$ cat config.mk
export PLATFORM = sky130hd
export DESIGN_NAME = mem_arbiter
export DESIGN_NICKNAME = d
export VERILOG_FILES = /design/src/rtl/mem_arbiter_pkg.sv /design/src/rtl/mem_arbiter_rsp_pipe.sv /design/src/rtl/mem_arbiter.sv
export SDC_FILE = /design/constraint.sdc
export NUM_CORES = 1
export LEC_CHECK = 0
export BUFFER_PORTS_ARGS = -buffer_cell sky130_fd_sc_hd__buf_4
export CAP_MARGIN = 25
export CORE_AREA = 2 2 232 234
export CTS_BUF_LIST = sky130_fd_sc_hd__clkbuf_4 sky130_fd_sc_hd__clkbuf_8
export DETAILED_ROUTE_END_ITERATION = 6
export DIE_AREA = 0 0 234 236
export PLACE_DENSITY = 0.3
export SYNTH_ARGS = -nofsm -noshare
export SYNTH_HDL_FRONTEND = slang
export SYNTH_SLANG_ARGS = --single-unit
$ cat constraint.sdc
create_clock -name clk -period 2.44 [get_ports clk]
set_input_delay 0.122 -clock clk [delete_from_list [all_inputs] [get_ports clk]]
set_output_delay 0.122 -clock clk [all_outputs]
set_load 0.05 [all_outputs]
$ cat src/rtl/mem_arbiter_pkg.sv
// ---------------------------------------------------------------------------
// mem_arbiter_pkg
// Shared definitions for the data-SRAM arbiter: the owner FSM encoding and
// the requester IDs carried down the read-response pipeline.
// ---------------------------------------------------------------------------
package mem_arbiter_pkg;

    // Owner of the most recent grant. The encoding is fixed because the
    // owner state is also read by debug and verification tooling.
    typedef enum logic [1:0] {
        ST_IDLE = 2'd0,
        ST_CPU  = 2'd1,
        ST_EXT  = 2'd2
    } owner_e;

    // Requester identity tagged onto an issued load so that the returning
    // SRAM data is steered to the port that asked for it.
    typedef logic req_id_t;

    localparam req_id_t REQ_ID_CPU = 1'b0;
    localparam req_id_t REQ_ID_EXT = 1'b1;

endpackage : mem_arbiter_pkg

$ cat src/rtl/mem_arbiter_rsp_pipe.sv
// ---------------------------------------------------------------------------
// arb_rsp_pipe
// One-stage read-response pipeline. An issued load is recorded together with
// the requester ID. One cycle later the SRAM read data is steered to that
// requester, and the other requester's rdata is forced to zero.
// Asynchronous reset drops any response that is still in flight.
// ---------------------------------------------------------------------------
module arb_rsp_pipe
    import mem_arbiter_pkg::*;
#(
    parameter int DATA_W = 64
) (
    input  logic              clk,
    input  logic              arst,
    input  logic              i_issue,       // a load is granted this cycle
    input  req_id_t           i_id,          // which requester owns that load
    input  logic [DATA_W-1:0] i_mem_rdata,   // SRAM data, valid 1 cycle after issue
    output logic              o_cpu_rvalid,
    output logic [DATA_W-1:0] o_cpu_rdata,
    output logic              o_ext_rvalid,
    output logic [DATA_W-1:0] o_ext_rdata
);

    logic    r_valid;
    req_id_t r_id;

    // Capture the issued load each cycle; a new response slot opens every cycle.
    // NOTE: sequential state uses non-blocking assignments so that every flop
    // samples the values from before the edge, whatever the statement order.
    always_ff @(posedge clk or posedge arst) begin
        if (arst) begin
            r_valid <= 1'b0;
            r_id    <= REQ_ID_CPU;
        end else begin
            r_valid <= i_issue;
            r_id    <= i_id;
        end
    end

    // Steer the returning data only to the owner of the response; otherwise drive zero.
    always_comb begin
        o_cpu_rvalid = r_valid && (r_id == REQ_ID_CPU);
        o_ext_rvalid = r_valid && (r_id == REQ_ID_EXT);
        o_cpu_rdata  = o_cpu_rvalid ? i_mem_rdata : '0;
        o_ext_rdata  = o_ext_rvalid ? i_mem_rdata : '0;
    end

endmodule : arb_rsp_pipe

$ cat src/rtl/mem_arbiter.sv
// ---------------------------------------------------------------------------
// mem_arbiter
// Shares a single data-SRAM port between the CPU MEM stage and a host loader.
// Grants are combinational from the current requests and the owner FSM.
// A host burst (ext_lock) keeps ownership of the port.
// The conflict policy is chosen at build time:
//   MEM_ARB_RR_EN defined   -> round-robin: the non-owner wins a conflict,
//                              and the CPU wins when the FSM is in IDLE.
//   MEM_ARB_RR_EN undefined -> fixed priority: the CPU always wins.
// ---------------------------------------------------------------------------
module mem_arbiter
    import mem_arbiter_pkg::*;
#(
    parameter int ADDR_W = 64,
    parameter int DATA_W = 64
) (
    input  logic              clk,
    input  logic              arst,
    input  logic              enable,
    // CPU MEM-stage port
    input  logic              cpu_req,
    input  logic              cpu_wen,
    input  logic [ADDR_W-1:0] cpu_addr,
    input  logic [DATA_W-1:0] cpu_wdata,
    output logic              cpu_gnt,
    output logic              cpu_stall,
    output logic              cpu_rvalid,
    output logic [DATA_W-1:0] cpu_rdata,
    // Host loader port
    input  logic              ext_req,
    input  logic              ext_wen,
    input  logic [ADDR_W-1:0] ext_addr,
    input  logic [DATA_W-1:0] ext_wdata,
    input  logic              ext_lock,
    output logic              ext_gnt,
    output logic              ext_rvalid,
    output logic [DATA_W-1:0] ext_rdata,
    // Data SRAM port
    output logic [ADDR_W-1:0] mem_addr,
    output logic              mem_wen,
    output logic              mem_ren,
    output logic [DATA_W-1:0] mem_wdata,
    input  logic [DATA_W-1:0] mem_rdata
);

    owner_e  r_state;
    logic    w_lock_active;
    logic    w_cpu_gnt;
    logic    w_ext_gnt;
    logic    w_load_issue;
    req_id_t w_load_id;

    // A burst is live only while the host still owns the port and still requests.
    assign w_lock_active = (r_state == ST_EXT) && ext_lock && ext_req;

    // Pick at most one requester per cycle. Reset and a low enable block all grants.
    // NOTE: both grants get a default before any branch. Without it, the
    // unassigned paths of this combinational block would infer latches.
    always_comb begin
        w_cpu_gnt = 1'b0;
        w_ext_gnt = 1'b0;
        if (!arst && enable) begin
            if (w_lock_active) begin
                w_ext_gnt = 1'b1;
            end else if (cpu_req && ext_req) begin
`ifdef MEM_ARB_RR_EN
                // Alternate: whoever did not own the last grant goes next.
                if (r_state == ST_CPU) begin
                    w_ext_gnt = 1'b1;
                end else begin
                    w_cpu_gnt = 1'b1;
                end
`else
                w_cpu_gnt = 1'b1;
`endif
            end else begin
                w_cpu_gnt = cpu_req;
                w_ext_gnt = ext_req;
            end
        end
    end

    assign cpu_gnt   = w_cpu_gnt;
    assign ext_gnt   = w_ext_gnt;
    assign cpu_stall = cpu_req & ~w_cpu_gnt;

    // Drive the SRAM port from the granted requester; an idle port is all zeros.
    always_comb begin
        mem_addr  = '0;
        mem_wdata = '0;
        mem_wen   = 1'b0;
        mem_ren   = 1'b0;
        if (w_cpu_gnt) begin
            mem_addr  = cpu_addr;
            mem_wdata = cpu_wdata;
            mem_wen   = cpu_wen;
            mem_ren   = ~cpu_wen;
        end else if (w_ext_gnt) begin
            mem_addr  = ext_addr;
            mem_wdata = ext_wdata;
            mem_wen   = ext_wen;
            mem_ren   = ~ext_wen;
        end
    end

    // Owner FSM: follows the last grant, keeps EXT through a locked gap, and holds while disabled.
    always_ff @(posedge clk or posedge arst) begin
        if (arst) begin
            r_state <= ST_IDLE;
        end else if (enable) begin
            if (w_cpu_gnt) begin
                r_state <= ST_CPU;
            end else if (w_ext_gnt) begin
                r_state <= ST_EXT;
            end else if (!((r_state == ST_EXT) && ext_lock)) begin
                r_state <= ST_IDLE;
            end
        end
    end

    // Only loads produce a response. A store completes in its grant cycle.
    assign w_load_issue = (w_cpu_gnt & ~cpu_wen) | (w_ext_gnt & ~ext_wen);
    assign w_load_id    = w_ext_gnt ? REQ_ID_EXT : REQ_ID_CPU;

    arb_rsp_pipe #(
        .DATA_W (DATA_W)
    ) u_rsp_pipe (
        .clk          (clk),
        .arst         (arst),
        .i_issue      (w_load_issue),
        .i_id         (w_load_id),
        .i_mem_rdata  (mem_rdata),
        .o_cpu_rvalid (cpu_rvalid),
        .o_cpu_rdata  (cpu_rdata),
        .o_ext_rvalid (ext_rvalid),
        .o_ext_rdata  (ext_rdata)
    );

endmodule : mem_arbiter

-- Word-level counts from Yosys, hierarchy flattened
Cells that the tools add are included.
Widths: inputs -> output; s select.
- bits of input ports: 328
- register bits: 4
- equality and inequality tests: 2
- bitwise gates (word level): 8
- muxes and demuxes: 20
- reductions and logical operators: 8
- operator list (cell ; number):
    $mux 64 ; 6
    $mux 1 ; 11
    $logic_and 1x1->1 ; 6
    $mux 2 ; 3
    $not 1->1 ; 4
    $and 1x1->1 ; 3
    $ne 3x3->1 const B ; 1
    $eq 2x2->1 const B ; 1
    $reduce_and 2->1 ; 1
    $logic_not 1->1 ; 1
    $or 1x1->1 ; 1

-- Depth between registers and ports, before layout
- depth in word-level cells: 7
- gate-level depth with buffers: 6

-- Cells and area by module
Synthesis repeated with hierarchy kept, for this count alone.
- cells, all modules: 627
- area, all modules: 3534.6 sq um
- modules (own cells, without submodules) (module ; seq. area each (sq um) ; area each (sq um) ; cells each ; times used):
    mem_arbiter ; 50.0 ; 2273.4 ; 466 ; 1
    arb_rsp_pipe ; 50.0 ; 1261.2 ; 161 ; 1

-- Least setup slack after synthesis
OpenSTA, ideal clock, no wires.
- kind: reg2out
- start point: register r_state[1]
- end point: output mem_ren
- cell stages (with the launch flop): 5
- path buffers: 1
- data required time: 2318 ps
- arrival: 2014 ps
- setup slack: 304 ps
- cell sequence: dfrtp_1 nand4b_1 nand2_1 buf_4 o32ai_1
- word-level cells in the longest chain between the ends: 7
- ends and longest elaborated chain (what ; line ; text):
    from (decl) ; mem_arbiter.sv:46 ; owner_e r_state;
    from (signal assigned) ; mem_arbiter.sv:109 ; r_state <= ST_IDLE;
    from (signal assigned) ; mem_arbiter.sv:112 ; r_state <= ST_CPU;
    from (signal assigned) ; mem_arbiter.sv:114 ; r_state <= ST_EXT;
    $eq 2x2->1 (*) ; mem_arbiter.sv:54 ; assign w_lock_active = (r_state == ST_EXT) && ext_lock && ext_req;
    $logic_and 1x1->1 (*) (2 in a row) ; mem_arbiter.sv:54 ;
    $mux 1 ; mem_arbiter.sv:63 ; if (w_lock_active) begin
    $mux 1 ; mem_arbiter.sv:62 ; if (!arst && enable) begin
    $mux 1 ; mem_arbiter.sv:98 ; end else if (w_ext_gnt) begin
    $mux 1 (*) ; mem_arbiter.sv:93 ; if (w_cpu_gnt) begin
    to (decl) ; mem_arbiter.sv:41 ; output logic mem_ren,
Every way passes the cells marked *; elsewhere a longest branch is shown, timed or not.

-- Final worst setup path
- start point: input arst
- end point: output mem_addr[21]
- word-level cells in the longest chain between the ends: 5
- ends and longest elaborated chain (what ; line ; text):
    from (decl) ; mem_arbiter.sv:18 ; input logic arst,
    $logic_not 1->1 (no line) (*) ; n/a ;
    $logic_and 1x1->1 (*) ; mem_arbiter.sv:62 ;
    $mux 1 ; mem_arbiter.sv:62 ;
    $mux 64 ; mem_arbiter.sv:98 ;
    $mux 64 (*) ; mem_arbiter.sv:93 ;
    to (decl) ; mem_arbiter.sv:39 ; output logic [ADDR_W-1:0] mem_addr,
Marked as above.

==> flow_summary.toml <==
[clocking]
cts_max_path_buffers = 2
cts_setup_buffers = 0
clk_pin_slew_worst_paths_ns = 0.03
cts-buffers-inserted = 3
cts_tree = "yes"
clock_latency_ns = 0.22
htreeDepth = 1
cts_root_buf = "clkbuf_8"
clock-sinks = 4

[run_status]
status = "complete, no violations"

[global_routing]
grt_remaining_overflow = 0
grt_use_met1 = 0.0944
gr-usage-all-layers = 0.103
grt_pass1_wl_um = 42600
use_met2 = 0.226
grt_max_degree = 67
use_met3 = 0.0244
antenna_found_initial = 10
grt-busiest-layer = "met2"
grt_pass1_vias = 6495

[finish]
mostFrequentLayoutCells = "buf_4, nand2_1, o22ai_1"
num-fill-cells = 6181
syn2layout_area_growth_pct = 149
final_common_cell = "buf_4"
diodes = 0
post-route-cell-area_sq_um = 8910
drive_gt1_frac = 0.589
nNetsFinal = 1492

[detailed_routing]
drt_iter0_markers = 159
firstDrtPassIters = 4
viasPerCell = 3.53
drt-wirelength-per-cell_um = 17.0
ant_nets = 0
routed_wl_um = 31600
vias = 6571
post-route-drc-count = 0

[worst_setup_path]
slowest_delay_ns = 0.55
cp.required_ns = 2.32
path_class = "in2out"
crit_path_end_kind = "output pin"
cp.buffers_inverters = 5
critPathMostFrequentCell = "buf_4"
cp_top_family = "buffers and inverters"
cp_slowest_cell = "dlygate4sd3_1"
worstPathCellList = "dlygate4sd3_1 > buf_4 > nor2b_4 > buf_12 > buf_4 > nand2_1 > o22ai_2 > buf_4"
cp_max_fo = 63
crit_path_start_kind = "primary input"
worst_ep_arrival_time_ns = 2.19

[sta]
min_period_over_period = 0.946
fmax_mhz = 433
max_slew_margin = 0.597
finalSetupViolCount = 0
setup_tns_ns = 0
fin_crit_ns = 2.31
finClkSkew_ns = 0.00637
hold_viol = 0
worst_slew_pin_slew_ns = 0.605
rsz0062_at_grt = "no"
drv_slew = 0

[placement]
dp_hpwl_um = 26900
portBuffers = 590
placed_area_sq_um = 8850
gp_congestion = 0.791

[synth]
synth_fp_nets = 948
synth_seq_cells = 4
avgSynthCellArea_sq_um = 5.78
yosys_warnings = 0
syn-cell-area_sq_um = 3580
synth_cell_type_count = 20
synth_seq_area_share = 0.0280
synth_cells = 620

[die]
coreArea_sq_um = 53100
ioPinCount = 591
initial_core_util = 0.0675
die_h_um = 236
dieArea_sq_um = 55200
die_w_um = 234
row_count = 85

[power_and_ir_drop]
peakVddDrop_uv = 110
p_per_area_nw_per_um2 = 219
leakage_nw = 4.42

[worst_hold_path]
hp-class = "in2reg"

[flow_run]
max-cap-violations = 0
## per-stage QoR
step | cells | setup slack [ns] | power (mW) | utilization | hold slack [ns]
after floorplan | 620 | 0.304 | 1.01 | - | -0.112
after global placement | 1854 | 0.586 | 1.82 | 0.167 | 0.0756
after detailed placement | 1854 | 0.534 | 1.81 | 0.167 | 0.0755
after CTS | 1859 | 0.110 | 1.99 | 0.168 | 0.146
after global routing | 1859 | 0.0305 | 2.07 | 0.168 | 0.149
final | 1859 | 0.131 | 1.96 | 0.168 | 0.138
## worst register-to-register path, stage by stage, from the launching register on
cell and delay, ns:
dfrtp_1 0.39, nand4b_1 0.21, nand2_4 0.30, buf_12 0.30, o32ai_1 0.36
## power breakdown
part	internal [mW]	switching, mW
logic	0.705	1.01
clock network	0.123	0.0380
registers	0.0723	0.00934
## kinds of logic (layout without fill, tap and decap cells)
group | Yosys count | in the layout | share of synthesized area
buf+inv | 82 | 625 | 0.113
simple gates | 397 | 397 | 0.512
flops | 4 | 4 | 0.0280
compound gates | 137 | 137 | 0.347
## flip-flops by register name, summed over array words and instances (netlist names)
register            cells
r_state                 2
u_rsp_pipe.r_id         1
u_rsp_pipe.r_valid      1
## routing by layer
layer | routed length (um) | vias to the layer above
li1 | - | 3205
met1 | 10000 | 2969
met2 | 18400 | 360
met3 | 2760 | 35
met4 | 444 | 2
met5 | 13 | -
## final cells by class
cell class,count,area (sq um),area share
inverter,4,15.0,0.00168
timing repair buffer,617,4770,0.535
sequential,4,101,0.0114
tap,696,871,0.0977
clock buffer,4,48.8,0.00547
multi-input combinational,534,3110,0.348
## cells in the mapped netlist
cell,n,share of area
o22ai_1,71,0.12
and3_1,64,0.11
inv_1,4,0.0042
o21ai_0,1,0.0014
dfrtp_1,4,0.028
nand2_1,259,0.27
nor2_1,2,0.0021
nand2b_1,3,0.0052
clkbuf_1,31,0.032
nor2b_1,3,0.0052
a22o_1,1,0.0024
buf_2,33,0.046
buf_6,1,0.0031
and2_1,65,0.11
buf_4,13,0.027
a21oi_1,1,0.0014
a21boi_2,1,0.0031
nand4b_1,1,0.0024
o32ai_1,2,0.0049
o22ai_2,60,0.21
## path summary, 6_finish.rpt
kind / depth (start not counted) / slack [ns] / endpoint / from
max: 8 / 0.13 / mem_addr[21] / arst
min: 2 / 0.14 / r_state[0] / enable
max reg2reg: 4 / 0.75 / u_rsp_pipe.r_valid / r_state[1]
min reg2reg: 2 / 0.55 / r_state[0] / r_state[0]
max in group asynchronous: 3 / 1.85 / u_rsp_pipe.r_id / arst
min in group asynchronous: 3 / 0.42 / u_rsp_pipe.r_valid / arst
## timing repair
action                                 4_1_cts  5_1_grt
hold buffers                                 1        0
gates resized for setup                      0        0
endpoints found under the hold margin        4        0
(Power assumes the default switching activity.)
